File: config.mk
export PLATFORM = sky130hd
export DESIGN_NAME = smg_595_rx
export DESIGN_NICKNAME = d
export VERILOG_FILES = /design/src/rtl/smg_595_rx.sv
export SDC_FILE = /design/constraint.sdc
export NUM_CORES = 1
export LEC_CHECK = 0
export CORE_UTILIZATION = 35
export CTS_CLUSTER_SIZE = 40
export DETAILED_ROUTE_END_ITERATION = 10
export DONT_BUFFER_PORTS = 1
export PLACE_DENSITY_LB_ADDON = 0.12
export SLEW_MARGIN = 20
export SYNTH_ARGS = -nofsm -noshare
export SYNTH_HDL_FRONTEND = slang
export SYNTH_SLANG_ARGS = --single-unit
File: constraint.sdc
create_clock -name clk -period 5.1 [get_ports clk]
set_input_delay 0 -clock clk [delete_from_list [all_inputs] [get_ports clk]]
set_output_delay 0 -clock clk [all_outputs]
set_load 0.03 [all_outputs]
File: src/rtl/smg_595_rx.sv
// smg_595_rx: receiver/decoder for the 3-wire 74HC595 seven-segment serial link.
//   clk, rst_n          : system clock, asynchronous active-low reset
//   ds_data/shcp/stcp   : asynchronous serial data, shift clock, latch clock
//   frame, frame_vld    : last latched raw frame (first bit at [15]) and its 1-clk strobe
//   dig_no, dig_val     : digit index and hex value of the last good frame
//   len_err/seg_err/sel_err : per-frame status, valid with frame_vld, held until next latch
//   disp_data, dig_seen : rebuilt display word (digit k at [4k+3:4k]) and sticky seen mask
module smg_595_rx #(
  parameter int SYNC_STAGES = 2,
  parameter int FRAME_BITS  = 16
) (
  input  logic        clk,
  input  logic        rst_n,
  input  logic        ds_data,
  input  logic        ds_shcp,
  input  logic        ds_stcp,
  output logic [15:0] frame,
  output logic        frame_vld,
  output logic [1:0]  dig_no,
  output logic [3:0]  dig_val,
  output logic        len_err,
  output logic        seg_err,
  output logic        sel_err,
  output logic [15:0] disp_data,
  output logic [3:0]  dig_seen
);
  localparam logic [4:0] LP_FRAME = 5'(FRAME_BITS);
  logic [SYNC_STAGES-1:0] r_sync_d, r_sync_sh, r_sync_st;
  logic        r_hist_sh, r_hist_st;
  logic [15:0] r_shreg, r_frame, r_disp;
  logic [4:0]  r_cnt;
  logic        r_vld, r_len, r_seg, r_sel;
  logic [1:0]  r_no;
  logic [3:0]  r_val, r_seen;
  logic        w_sh_rise, w_st_rise, w_seg_ok, w_sel_ok, w_len_bad;
  logic [3:0]  w_seg_val;
  logic [1:0]  w_sel_no;
  assign w_sh_rise = r_sync_sh[SYNC_STAGES-1] & ~r_hist_sh;
  assign w_st_rise = r_sync_st[SYNC_STAGES-1] & ~r_hist_st;
  // length is judged on the count before any shift landing in the same clk
  assign w_len_bad = r_cnt != LP_FRAME;
  // decode works on the pre-shift register, which is exactly what gets latched
  always_comb begin
    w_seg_ok  = 1'b1;
    w_seg_val = 4'h0;
    case (r_shreg[15:8])
      8'hC0: w_seg_val = 4'h0;
      8'hF9: w_seg_val = 4'h1;
      8'hA4: w_seg_val = 4'h2;
      8'hB0: w_seg_val = 4'h3;
      8'h99: w_seg_val = 4'h4;
      8'h92: w_seg_val = 4'h5;
      8'h82: w_seg_val = 4'h6;
      8'hF8: w_seg_val = 4'h7;
      8'h80: w_seg_val = 4'h8;
      8'h90: w_seg_val = 4'h9;
      8'h88: w_seg_val = 4'hA;
      8'h83: w_seg_val = 4'hB;
      8'hC6: w_seg_val = 4'hC;
      8'hA1: w_seg_val = 4'hD;
      8'h86: w_seg_val = 4'hE;
      8'h8E: w_seg_val = 4'hF;
      default: w_seg_ok = 1'b0;
    endcase
  end
  always_comb begin
    w_sel_ok = 1'b1;
    w_sel_no = 2'd0;
    case (r_shreg[7:0])
      8'hFE: w_sel_no = 2'd0;
      8'hFD: w_sel_no = 2'd1;
      8'hFB: w_sel_no = 2'd2;
      8'hF7: w_sel_no = 2'd3;
      default: w_sel_ok = 1'b0;
    endcase
  end
  always_ff @(posedge clk or negedge rst_n) begin
    if (!rst_n) begin
      r_sync_d  <= '0;
      r_sync_sh <= '0;
      r_sync_st <= '0;
      r_hist_sh <= 1'b0;
      r_hist_st <= 1'b0;
      r_shreg   <= '0;
      r_cnt     <= '0;
      r_frame   <= '0;
      r_vld     <= 1'b0;
      r_len     <= 1'b0;
      r_seg     <= 1'b0;
      r_sel     <= 1'b0;
      r_no      <= '0;
      r_val     <= '0;
      r_disp    <= '0;
      r_seen    <= '0;
    end else begin
      r_sync_d  <= {r_sync_d[SYNC_STAGES-2:0], ds_data};
      r_sync_sh <= {r_sync_sh[SYNC_STAGES-2:0], ds_shcp};
      r_sync_st <= {r_sync_st[SYNC_STAGES-2:0], ds_stcp};
      r_hist_sh <= r_sync_sh[SYNC_STAGES-1];
      r_hist_st <= r_sync_st[SYNC_STAGES-1];
      r_vld     <= w_st_rise;
      if (w_sh_rise)
        r_shreg <= {r_shreg[14:0], r_sync_d[SYNC_STAGES-1]};
      if (w_st_rise)
        r_cnt <= {4'd0, w_sh_rise};
      else if (w_sh_rise && r_cnt != 5'd31)
        r_cnt <= r_cnt + 5'd1;
      if (w_st_rise) begin
        r_frame <= r_shreg;
        r_len   <= w_len_bad;
        r_seg   <= ~w_seg_ok;
        r_sel   <= ~w_sel_ok;
        if (!w_len_bad && w_seg_ok && w_sel_ok) begin
          r_no                   <= w_sel_no;
          r_val                  <= w_seg_val;
          r_disp[w_sel_no*4 +: 4] <= w_seg_val;
          r_seen[w_sel_no]       <= 1'b1;
        end
      end
    end
  end
  assign frame     = r_frame;
  assign frame_vld = r_vld;
  assign dig_no    = r_no;
  assign dig_val   = r_val;
  assign len_err   = r_len;
  assign seg_err   = r_seg;
  assign sel_err   = r_sel;
  assign disp_data = r_disp;
  assign dig_seen  = r_seen;
endmodule

* After elaboration in Yosys (flattened, before gate mapping)
Index checks and enable logic that the tools add are counted.
** Storage, ports and cells
- Flip-flop bits (word level) :: 75
- Word-level logic and storage cells :: 69
- Output and inout bits :: 46
- Input bits :: 5
** Cells by class
- Bitwise gates (word level) :: 7
- Shift-type cells :: 2
- $add $sub $neg :: 2
- Magnitude comparators :: 2
- Mux-type cells :: 9
- Reduce and logical (&&, ||, !) cells :: 9
- Equal/unequal tests :: 22
** Operators with widths (count)
- 8-bit equality test (second input constant) :: 20
- 4-bit case mux with 15 select lines :: 1
- 4-bit negator with 34-bit output :: 1
- 4-bit by 34-bit variable shift with 16-bit output (first input constant) :: 1
- 4-bit by 34-bit indexed part select with 16-bit output :: 1
- 16-bit bitwise mux :: 1
- 16-bit OR reduction :: 1
- 5-bit two-way mux :: 2
- 5-bit != test (second input constant) :: 2
- 2-bit case mux with 3 select lines :: 1
- 5-bit by 1-bit adder with 5-bit output (second input constant) :: 1
- 1-bit logical AND :: 4
- 1-bit NOT :: 4
- 4-bit bitwise OR :: 1
- 4-bit OR reduction :: 1
- 2-bit by 3-bit < comparator with 1-bit output (second input constant) :: 1
- 1-bit two-way mux :: 3
- 1-bit AND :: 2
- 1-bit demux with 2-bit select :: 1
- 2-bit by 1-bit greater-or-equal comparator with 1-bit output (second input constant) :: 1
- 2-bit AND reduction :: 1
- 2-bit nonzero test :: 1
- 1-bit zero test :: 1

* Logic depth before layout (Yosys ltp)
Gate-level depths: netlist of run 1.
- Depth in word-level cells :: 7
- Gate-level depth with buffers :: 9
- Mapped depth without buffers :: 8

* Least setup slack after synthesis of run 1
No wires, ideal clock.
- Kind :: reg-to-reg
- From :: reg r_shreg[6]
- To :: reg r_disp[12] (netlist: disp_data[12])
- Setup time :: 0.083 ns
- Path slack :: 2.501 ns
- Data required time :: 5.017 ns
- Period minus slack after synthesis :: 2.599 ns
- Stages on the path, launching flop included :: 9
- Arrival time :: 2.516 ns
- Buffers on the path :: 1
- Cells stage by stage :: dfrtp_1 -> and4_1 -> buf_2 -> nor3b_1 -> inv_1 -> ha_1 -> or4_1 -> or2_2 -> o22ai_1
** Between the ends
- Word-level cells in the longest chain between the ends :: 5
- Elaborated cells between the ends (all ways) :: 13
- Those cells by class :: add/sub: 1; eq/ne: 4; shift: 2; mux: 3; reduce/logical: 3
** RTL lines
- from (decl) :: line 30 : logic [15:0] r_shreg, r_frame, r_disp;
- from (signal assigned) :: line 103 : r_shreg <= {r_shreg[14:0], r_sync_d[SYNC_STAGES-1]};
- 8-bit equality test :: line 69 : case (r_shreg[7:0])
- 2-bit case mux with 3 select lines (*) :: line 69
- net w_sel_no[1] :: line 37 : logic [1:0] w_sel_no;
- 4-bit negator with 34-bit output (*) :: line 116 : r_disp[w_sel_no*4 +: 4] <= w_seg_val;
- 4-bit by 34-bit indexed part select with 16-bit output or 4-bit by 34-bit variable shift with 16-bit output (tied branches) :: line 116
- 16-bit bitwise mux (*) :: line 116
- to (signal, indexed assignment) :: line 116
- to (decl) :: line 30
Mark *: on every way through the listed nets, which the timed path passes. The rest lies on a longest branch.
A chain may end at the register's enable or synchronous reset.

* Worst setup path after layout of run 1
- From :: reg r_shreg[7]
- To :: reg r_disp[12] (netlist: disp_data[12])
Same word-level chain as after synthesis.

==> metrics, run 1 <==
RSZ-0062 raised after global routing=false; initial core utilization=0.3606; TritonCTS Sinks=75; Reg-to-Reg End=disp_data[12]; Die Span Y=102.1 um; distinct cell type count after synthesis=55; critical path type=flop to flop; Residual DRC=0; hpwl dp=4.793 mm; pin count of the biggest net entering global routing=76; startpoint types=flop; FF-to-FF setup slack=2.19 ns; most frequent cells in the layout=nand2_1, dfrtp_1, inv_1, o22ai_1, nor2_1; hold-fix buffer count after cts=5; vias per cell=4.933; ys async rst share=1.000; drt pass-1 iters=4; syn_area_per_cell=9.773 sq um; Routed wire per std cell=14.95 um; sequential share of the synthesized area=0.5350; Slew Limit Fails=0; slack of the critical path=2.193 ns; vias in the first global route=2335; Hold Path Class=primary input to async pin; Yosys top cell by area=dfrtp_1; kind of end point of the critical path=flop; later-pin clock latency in the skew report=0.35 ns; Setup Skew=0.009828 ns; Slew @ Worst Pin=0.8139 ns; post-route ant nets=0; Cell Area, Synth=0.003508 sq mm; CTS-repair resized insts=0; pre-CTS setup slack=2.219 ns; synthesis-to-layout area growth=9.237%; Total GRT Usage=0.1529; initial drt markers=169; top routing layer in use=met4; TritonCTS clock tree=built; clock buffer depth=2; initial antenna violation count=0; main flop type after synthesis=dfrtp_1; vias after detailed routing=2432; # setup viols final=0; GP Congestion=0.8135; period utilisation layout=0.5700; Worst IR Drop VDD=0.1227 mV; crit path DAT=3.17 ns; top-area cell type share of the netlist area=0.5350; IO Pins=51; Fin Setup TNS=0 ns; Final min period=2.907 ns; max_slew headroom=0.4533; post-CTS setup buffers=0; metal3 WL=422 um; DIE WIDTH=102.1 um; WL final=7.371 mm; core footprint=0.009729 sq mm; share of layout cells above drive strength 1=0.1000; # rows=36; Highest Clock Rate=344.0 MHz; PwrDens=356.8 mW/mm^2; CTS Root Cell=clkbuf_8; Max FO, Critical Path=6; worst r2r src=r_shreg[7]; final net count=370; H-tree Lvls=3; yosys warns=0; met2 WL=3.281 mm; routed metal-1 wirelength=3.624 mm; Critical Path RT=5.37 ns; Lkg Pwr=1.803 nW; full die area=0.01043 sq mm; Yosys reg bits=75; Port Buf Inserts=0; cell depth of the worst flop-to-flop path=7; clk slew on worst S/H paths=0.08 ns; synth top area cells=dfrtp_1, nand2_1, ha_1; Overflow after GRT=0; Fin. Hold Viols=0; EDFF count, synth=0; ANT cells=0; syn nets=374; total CTS buffers=9; first-pass GRT wire length=12.14 mm; maxcap violations=0; Gate Count Post-Synth=359; most common cell after layout, fill and taps aside=nand2_1; outcome=complete, no violations
## worst max path at each step
| stage | start | end | slack (ns) | cells past startpoint |
|---|---|---|---|---|
| finish | r_shreg[7] | disp_data[12] | 2.19 | 7 |
| global route | r_shreg[5] | disp_data[14] | 2.04 | 7 |
| CTS | r_shreg[7] | disp_data[12] | 2.20 | 7 |
| detailed placement | r_shreg[6] | disp_data[12] | 2.22 | 7 |
| global placement | r_shreg[6] | disp_data[12] | 2.33 | 7 |
| floorplan | r_shreg[6] | disp_data[12] | 2.50 | 8 |
## logic make-up after synthesis
logic type | count (synthesis) | share of synthesized area
AND/OR/NAND/NOR | 167 | 0.2332
flip-flops | 75 | 0.5350
AO/OA/AOI/OAI | 46 | 0.1013
XOR/XNOR | 7 | 0.01748
adder cells (fa/ha/maj) | 10 | 0.03566
multiplexers | 4 | 0.01427
buffers and inverters | 50 | 0.06312
## report_power, final
part / total [mW] / switching (mW) / internal [mW]
logic: 0.127 / 0.0678 / 0.0589
clock network: 0.459 / 0.232 / 0.227
registers: 0.781 / 0.135 / 0.646
total: 1.37 / 0.435 / 0.933
## registers in the layout (all words and copies together) (netlist names), 2 cells and up
| name | cells |
|---|---|
| r_shreg | 16 |
| dig_no | 2 |
| r_cnt | 5 |
| dig_seen | 4 |
| dig_val | 4 |
| disp_data | 16 |
| r_sync_sh | 2 |
| frame | 16 |
| r_sync_st | 2 |
| r_sync_d | 2 |
## through the flow
stage          std cells  utilization  hold slack [ns]  area, sq um  power, mW
6_report             493       0.3939           0.1927         3832      1.367
5_1_grt              493       0.3939           0.1749         3832      1.447
4_1_cts              493       0.3939           0.1825         3832      1.390
3_5_place_dp         472       0.3672          -0.2919         3572     0.9057
3_3_place_gp         472       0.3669          -0.2929         3570     0.9023
2_1_floorplan        359            -          -0.2956         3508     0.8821
## area by class of cell
cell class | instances | area (sq um)
inverters | 29 | 108.9
multi-input cells | 234 | 1413
repair buffers | 6 | 75.07
flip-flops and latches | 75 | 1877
well taps | 133 | 166.4
fillers | 991 | 5897
clock inverters | 6 | 65.06
clock buffers | 10 | 127.6
## cells in the mapped netlist (all sizes together), types with 3 or more instances
master and instances:
nand2 106, dfrtp 75, inv 28, o22ai 15
nor2 12, clkbuf 11, buf 10, ha 10
o21ai 8, a21oi 5, nand3 5, nand4b 5
or2 5, a311oi 4, and3 4, nand2b 4
xor2 4, a21o 3, nor3 3, o2bb2ai 3
xnor2 3
## worst max-delay path, stage by stage, from the launching register on
cell and delay [ns]:
dfrtp_1 0.40, and4_1 0.32, nor3b_1 0.60, inv_1 0.19, ha_1 0.34, or4_1 0.55, or2_2 0.31, o22ai_1 0.13
## per-layer routing
| metal | GRT usage | up-vias |
|---|---|---|
| met2 | 0.2277 | 52 |
| met4 | 0.06593 | 0 |
| met1 | 0.2093 | 1191 |
| met5 | 0 | - |
| met3 | 0.04036 | 5 |
| li1 | - | 1184 |
No activity file was read; power rests on OpenSTA's default activity.
==> inputs of run 2 (changes only) <==
ABC_AREA = 1   (was unset)
clock period = 2.96 ns   (was 5.1 ns; I/O delays follow)
==> run 2 against run 1 <==
Effect of this change:
- core utilization is 1.6 points higher
- global-route usage is 0.44 points higher
- critical endpoint is now disp_data[0]
- setup slack worse by 1.3 ns
- first-iteration DRC count is 53% lower
- critical path depth is 3 higher
- wire length is 2.5% lower
- maximum frequency is 43% higher
- non-clock buffer count is 1 higher
- largest cell class unchanged
- die area is 2.4% lower
==> metrics, run 2 <==
outcome=complete, no violations; Fin Setup TNS=0 ns; GP Congestion=0.7863; synth top area cells=dfrtp_1, nand2_1, o21ai_0; post-route ant nets=0; Routed wire per std cell=13.19 um; Gate Count Post-Synth=401; first-pass GRT wire length=12.36 mm; vias in the first global route=2544; vias after detailed routing=2515; pin count of the biggest net entering global routing=76; TritonCTS clock tree=built; met2 WL=3.118 mm; ys async rst share=1.000; syn nets=416; post-CTS setup buffers=0; # rows=35; drt pass-1 iters=4; kind of end point of the critical path=flop; period utilisation layout=0.6867; Critical Path RT=3.24 ns; Overflow after GRT=0; routed metal-1 wirelength=3.528 mm; max_slew headroom=0.6800; ANT cells=0; synthesis-to-layout area growth=12.21%; total power=2.360 mW; Max FO, Critical Path=11; H-tree Lvls=3; critical path type=flop to flop; fillers=995; Residual DRC=0; fin area=0.003841 sq mm; Hold Path Class=primary input to async pin; maxcap violations=0; Worst IR Drop VDD=0.3079 mV; clock buffer depth=2; distinct cell type count after synthesis=25; WL final=7.190 mm; Final min period=2.033 ns; Die Span Y=100.9 um; core footprint=0.009371 sq mm; CTS Root Cell=clkbuf_8; PwrDens=614.4 mW/mm^2; yosys warns=0; crit path DAT=2.31 ns; initial antenna violation count=0; Slew Limit Fails=0; most frequent cells in the layout=nand2_1, dfrtp_1, o21ai_0, inv_1, nor2_1; Total GRT Usage=0.1572; EDFF count, synth=0; Lkg Pwr=1.892 nW; Highest Clock Rate=492.0 MHz; final core occ=0.4099; Fin. Hold Viols=0; Yosys reg bits=75; CTS-repair resized insts=0; most numerous cell in the Yosys netlist=nand2_1; startpoint types=flop; IO Pins=51; initial drt markers=79; share of layout cells above drive strength 1=0.1130; main flop type after synthesis=dfrtp_1; register area=0.001877 sq mm; Port Buf Inserts=0; total CTS buffers=9; full die area=0.01018 sq mm; Slew @ Worst Pin=0.4799 ns; vias per cell=4.615; initial core utilization=0.3653; later-pin clock latency in the skew report=0.35 ns; # setup viols final=0; TritonCTS Sinks=75; most common cell after layout, fill and taps aside=nand2_1; top-area cell type share of the netlist area=0.5482; top routing layer in use=met4; RSZ-0062 raised after global routing=false; clk slew on worst S/H paths=0.09 ns; final net count=427; syn_area_per_cell=8.537 sq um; Cell Area, Placed=0.003573 sq mm; Synth top cells by count=nand2_1, dfrtp_1, o21ai_0; sequential share of the synthesized area=0.5482; DIE WIDTH=100.9 um; area of the multi-input gates=0.001348 sq mm; Cell Area, Synth=0.003423 sq mm; metal3 WL=431 um; Setup Skew=0.01360 ns; hpwl dp=5.106 mm; Yosys top cell by area=dfrtp_1
## run 2: what timing repair did
action                                  in CTS  in global routing
endpoints found under the setup margin       0                  0
hold endpoints to repair                    78                  0
hold buffers                                 5                  0
## run 2: kinds of logic (layout without fill, tap and decap cells)
logic type / after synthesis / count (layout) / share of synthesized area
flip-flops: 75 / 75 / 0.5482
adder cells (fa/ha/maj): 10 / 10 / 0.03655
AND/OR/NAND/NOR: 211 / 211 / 0.2759
AO/OA/AOI/OAI: 52 / 52 / 0.08114
buffers and inverters: 53 / 68 / 0.05811
## run 2: per-layer routing
metal | vias to the layer above | track usage
met5 | - | 0
met4 | 0 | 0.06020
met3 | 9 | 0.04716
met2 | 48 | 0.2339
met1 | 1170 | 0.2149
li1 | 1288 | -
## run 2: metrics by stage
stage                     hold slack [ns]  setup slack [ns]  cells
after floorplan                   -0.2956             1.271    401
after global placement            -0.2935             1.011    525
after detailed placement          -0.2935            0.9504    525
after CTS                          0.1899            0.9103    545
after global routing               0.1843            0.6087    545
final                              0.1946            0.9274    545
## run 2: report_power, final
part,switching [mW],internal [mW]
Combinational,0.179,0.0822
Clock,0.395,0.412
Sequential,0.174,1.12
Total,0.747,1.61
## run 2: critical path: stages (launching register included)
cell     delay [ns]
dfrtp_1        0.40
inv_1          0.08
nand2_1        0.08
nor2_1         0.05
o21ai_2        0.41
ha_1           0.38
inv_1          0.16
nand3_1        0.09
inv_1          0.14
nand3_1        0.08
nand2_1        0.07
## run 2: layout make-up
class / count / area share
multi-input combinational: 273 / 0.3508
inverter: 46 / 0.04495
sequential: 75 / 0.4886
tap: 129 / 0.04202
clock buffer: 10 / 0.03583
clock inverter: 5 / 0.01629
timing repair buffer: 7 / 0.02150
## run 2: path summary, 6_finish.rpt
kind	from	end	slack (ns)	cells after the start
setup / recovery	r_shreg[3]	disp_data[0]	0.93	10
hold / removal	rst_n	r_hist_st	0.19	2
setup reg to reg	r_shreg[3]	disp_data[0]	0.93	10
hold reg to reg	r_sync_sh[0]	r_sync_sh[1]	0.34	0
max in group asynchronous	rst_n	r_cnt[4]	2.46	2
min in group clk	ds_stcp	r_sync_st[0]	0.21	1
==> inputs of run 3 (changes only) <==
ABC_AREA = 0   (was 1)
clock period = 1.85 ns   (was 2.96 ns; I/O delays follow)
==> run 3 against run 2 <==
Effect of this change:
- the flow now finishes with violations (negative setup slack)
- flip-flop and latch count stayed put
- wire length is 13% higher
- via count is 6.6% higher
- critical endpoint is now disp_data[12]
- highest routed layer unchanged
- critical path type unchanged
- global-route usage is 0.72 points higher
==> metrics, run 3 (same netlist as run 1, synthesis figures left out) <==
core footprint=0.009729 sq mm; IO Pins=51; count of non-filler cells in the finished layout=565; H-tree Lvls=3; later-pin clock latency in the skew report=0.35 ns; delay-heaviest family, CP=simple AND/OR/NAND/NOR gates; first-pass GRT wire length=13.13 mm; Slew Limit Fails=0; Internal Power=2.741 mW; ANT cells=0; initial drt markers=108; clock power share=0.288; drt pass-1 iters=4; Hold Path Class=primary input to flop; # rows=36; most common cell after layout, fill and taps aside=nand2_1; Setup Skew=0.01185 ns; sw frac=0.3295; net load switching power=1.347 mW; CTS Root Cell=clkbuf_8; Largest stage delay, worst path=0.54 ns; Fin Hold WS=0.1983 ns; hpwl dp=5.427 mm; Comb power frac=0.199; pin count of the biggest net entering global routing=76; vias after detailed routing=2680; outcome=finished, violations left; failing checks=negative setup slack; RSZ-0062 raised after global routing=true; crit path DAT=2.32 ns; Total GRT Usage=0.1644; Critical Path Start=r_shreg[3]; critical path cell sequence=xnor2_4 -> nor3b_4 -> inv_2 -> ha_4 -> or4_4 -> or2_4 -> o22ai_2; Cell Area, Placed=0.004090 sq mm; Die Span Y=102.1 um; total CTS buffers=9; DIE WIDTH=102.1 um; CP Buf/Inv Count=1; TritonCTS Sinks=75; total power=4.088 mW; maxcap violations=0; worst r2r src=r_shreg[3]; vias per cell=4.743; post-route ant nets=0; synthesis-to-layout area growth=36.23%; WL final=8.114 mm; Max FO, Critical Path=3; clk slew on worst S/H paths=0.09 ns; Sequential Power Share=0.513; full die area=0.01043 sq mm; initial antenna violation count=0; Worst IR Drop VDD=0.3295 mV; min-delay src=ds_stcp; critical path type=flop to flop; Port Buf Inserts=0; startpoint types=flop; fin area=0.004780 sq mm; vias in the first global route=2716; Placed Instances=534; Slew @ Worst Pin=0.6658 ns; TritonCTS clock tree=built; FF-to-FF setup slack=-0.19 ns; Critical Path RT=2.12 ns; max_slew headroom=0.5541; share of layout cells above drive strength 1=0.3958; Lkg Pwr=2.249 nW; Final min period=2.045 ns; Routed wire per std cell=14.36 um; final net count=442; GP Congestion=0.8072; Residual DRC=0; period utilisation layout=1.105; most frequent cells in the layout=nand2_1, dfrtp_1, buf_4, inv_1, buf_6; Fin. Hold Viols=0; PwrDens=855.2 mW/mm^2; initial core utilization=0.3606; Fin Setup TNS=-2.557 ns; Overflow after GRT=0; slack of the critical path=-0.1948 ns; kind of end point of the critical path=flop; # setup viols final=25; clock buffer depth=2; Slowest-stage cell, CP=or4_4; Highest Clock Rate=489.0 MHz
-- run 3: cell type report --
cell class	instances	area, sq um
fillers	961	4950
flip-flops and latches	75	1886
multi-input cells	234	1779
repair buffers	78	656.9
well taps	133	166.4
clock buffers	9	123.9
inverters	29	108.9
clock inverters	7	58.81
-- run 3: power by group through the flow --
stage | registers [mW] | logic (mW) | clock network, mW
2_1_floorplan | 2.05 | 0.389 | 0
5_1_grt | 2.12 | 0.909 | 1.30
6_report | 2.10 | 0.814 | 1.18
3_5_place_dp | 2.10 | 0.599 | 0
4_1_cts | 2.09 | 0.740 | 1.23
3_3_place_gp | 2.10 | 0.592 | 0
-- run 3: routing by layer --
metal  routed length (um)  track usage  up-vias
li1                     -            -     1319
met1                 3801       0.2098     1314
met2                 3891       0.2705       42
met3                  356      0.04309        5
met4                   63      0.05604        0
met5                    0            0        -
-- run 3: through the flow --
step	util	setup WS [ns]
detailed placement	0.4204	-0.2216
global placement	0.4204	-0.2062
finish	0.4913	-0.1948
CTS	0.4729	-0.2147
global route	0.4913	-0.2999
floorplan	-	-0.3836
-- run 3: repair_timing --
| action | in CTS | in global routing |
|---|---|---|
| hold buffers | 5 | 0 |
| resized for setup | 51 | 30 |
| setup endpoints to repair | 26 | 30 |
| hold endpoints to repair | 78 | 0 |
| buffers inserted | 13 | 6 |
| pin swaps | 19 | 15 |
-- run 3: final timing paths --
path | endpoint | cells after the start
hold reg to reg | r_sync_st[1] | 0
max in group asynchronous | r_shreg[10] | 2
setup reg to reg | disp_data[12] | 7
hold / removal | r_sync_st[0] | 1
min in group asynchronous | disp_data[7] | 2
setup / recovery | disp_data[12] | 7
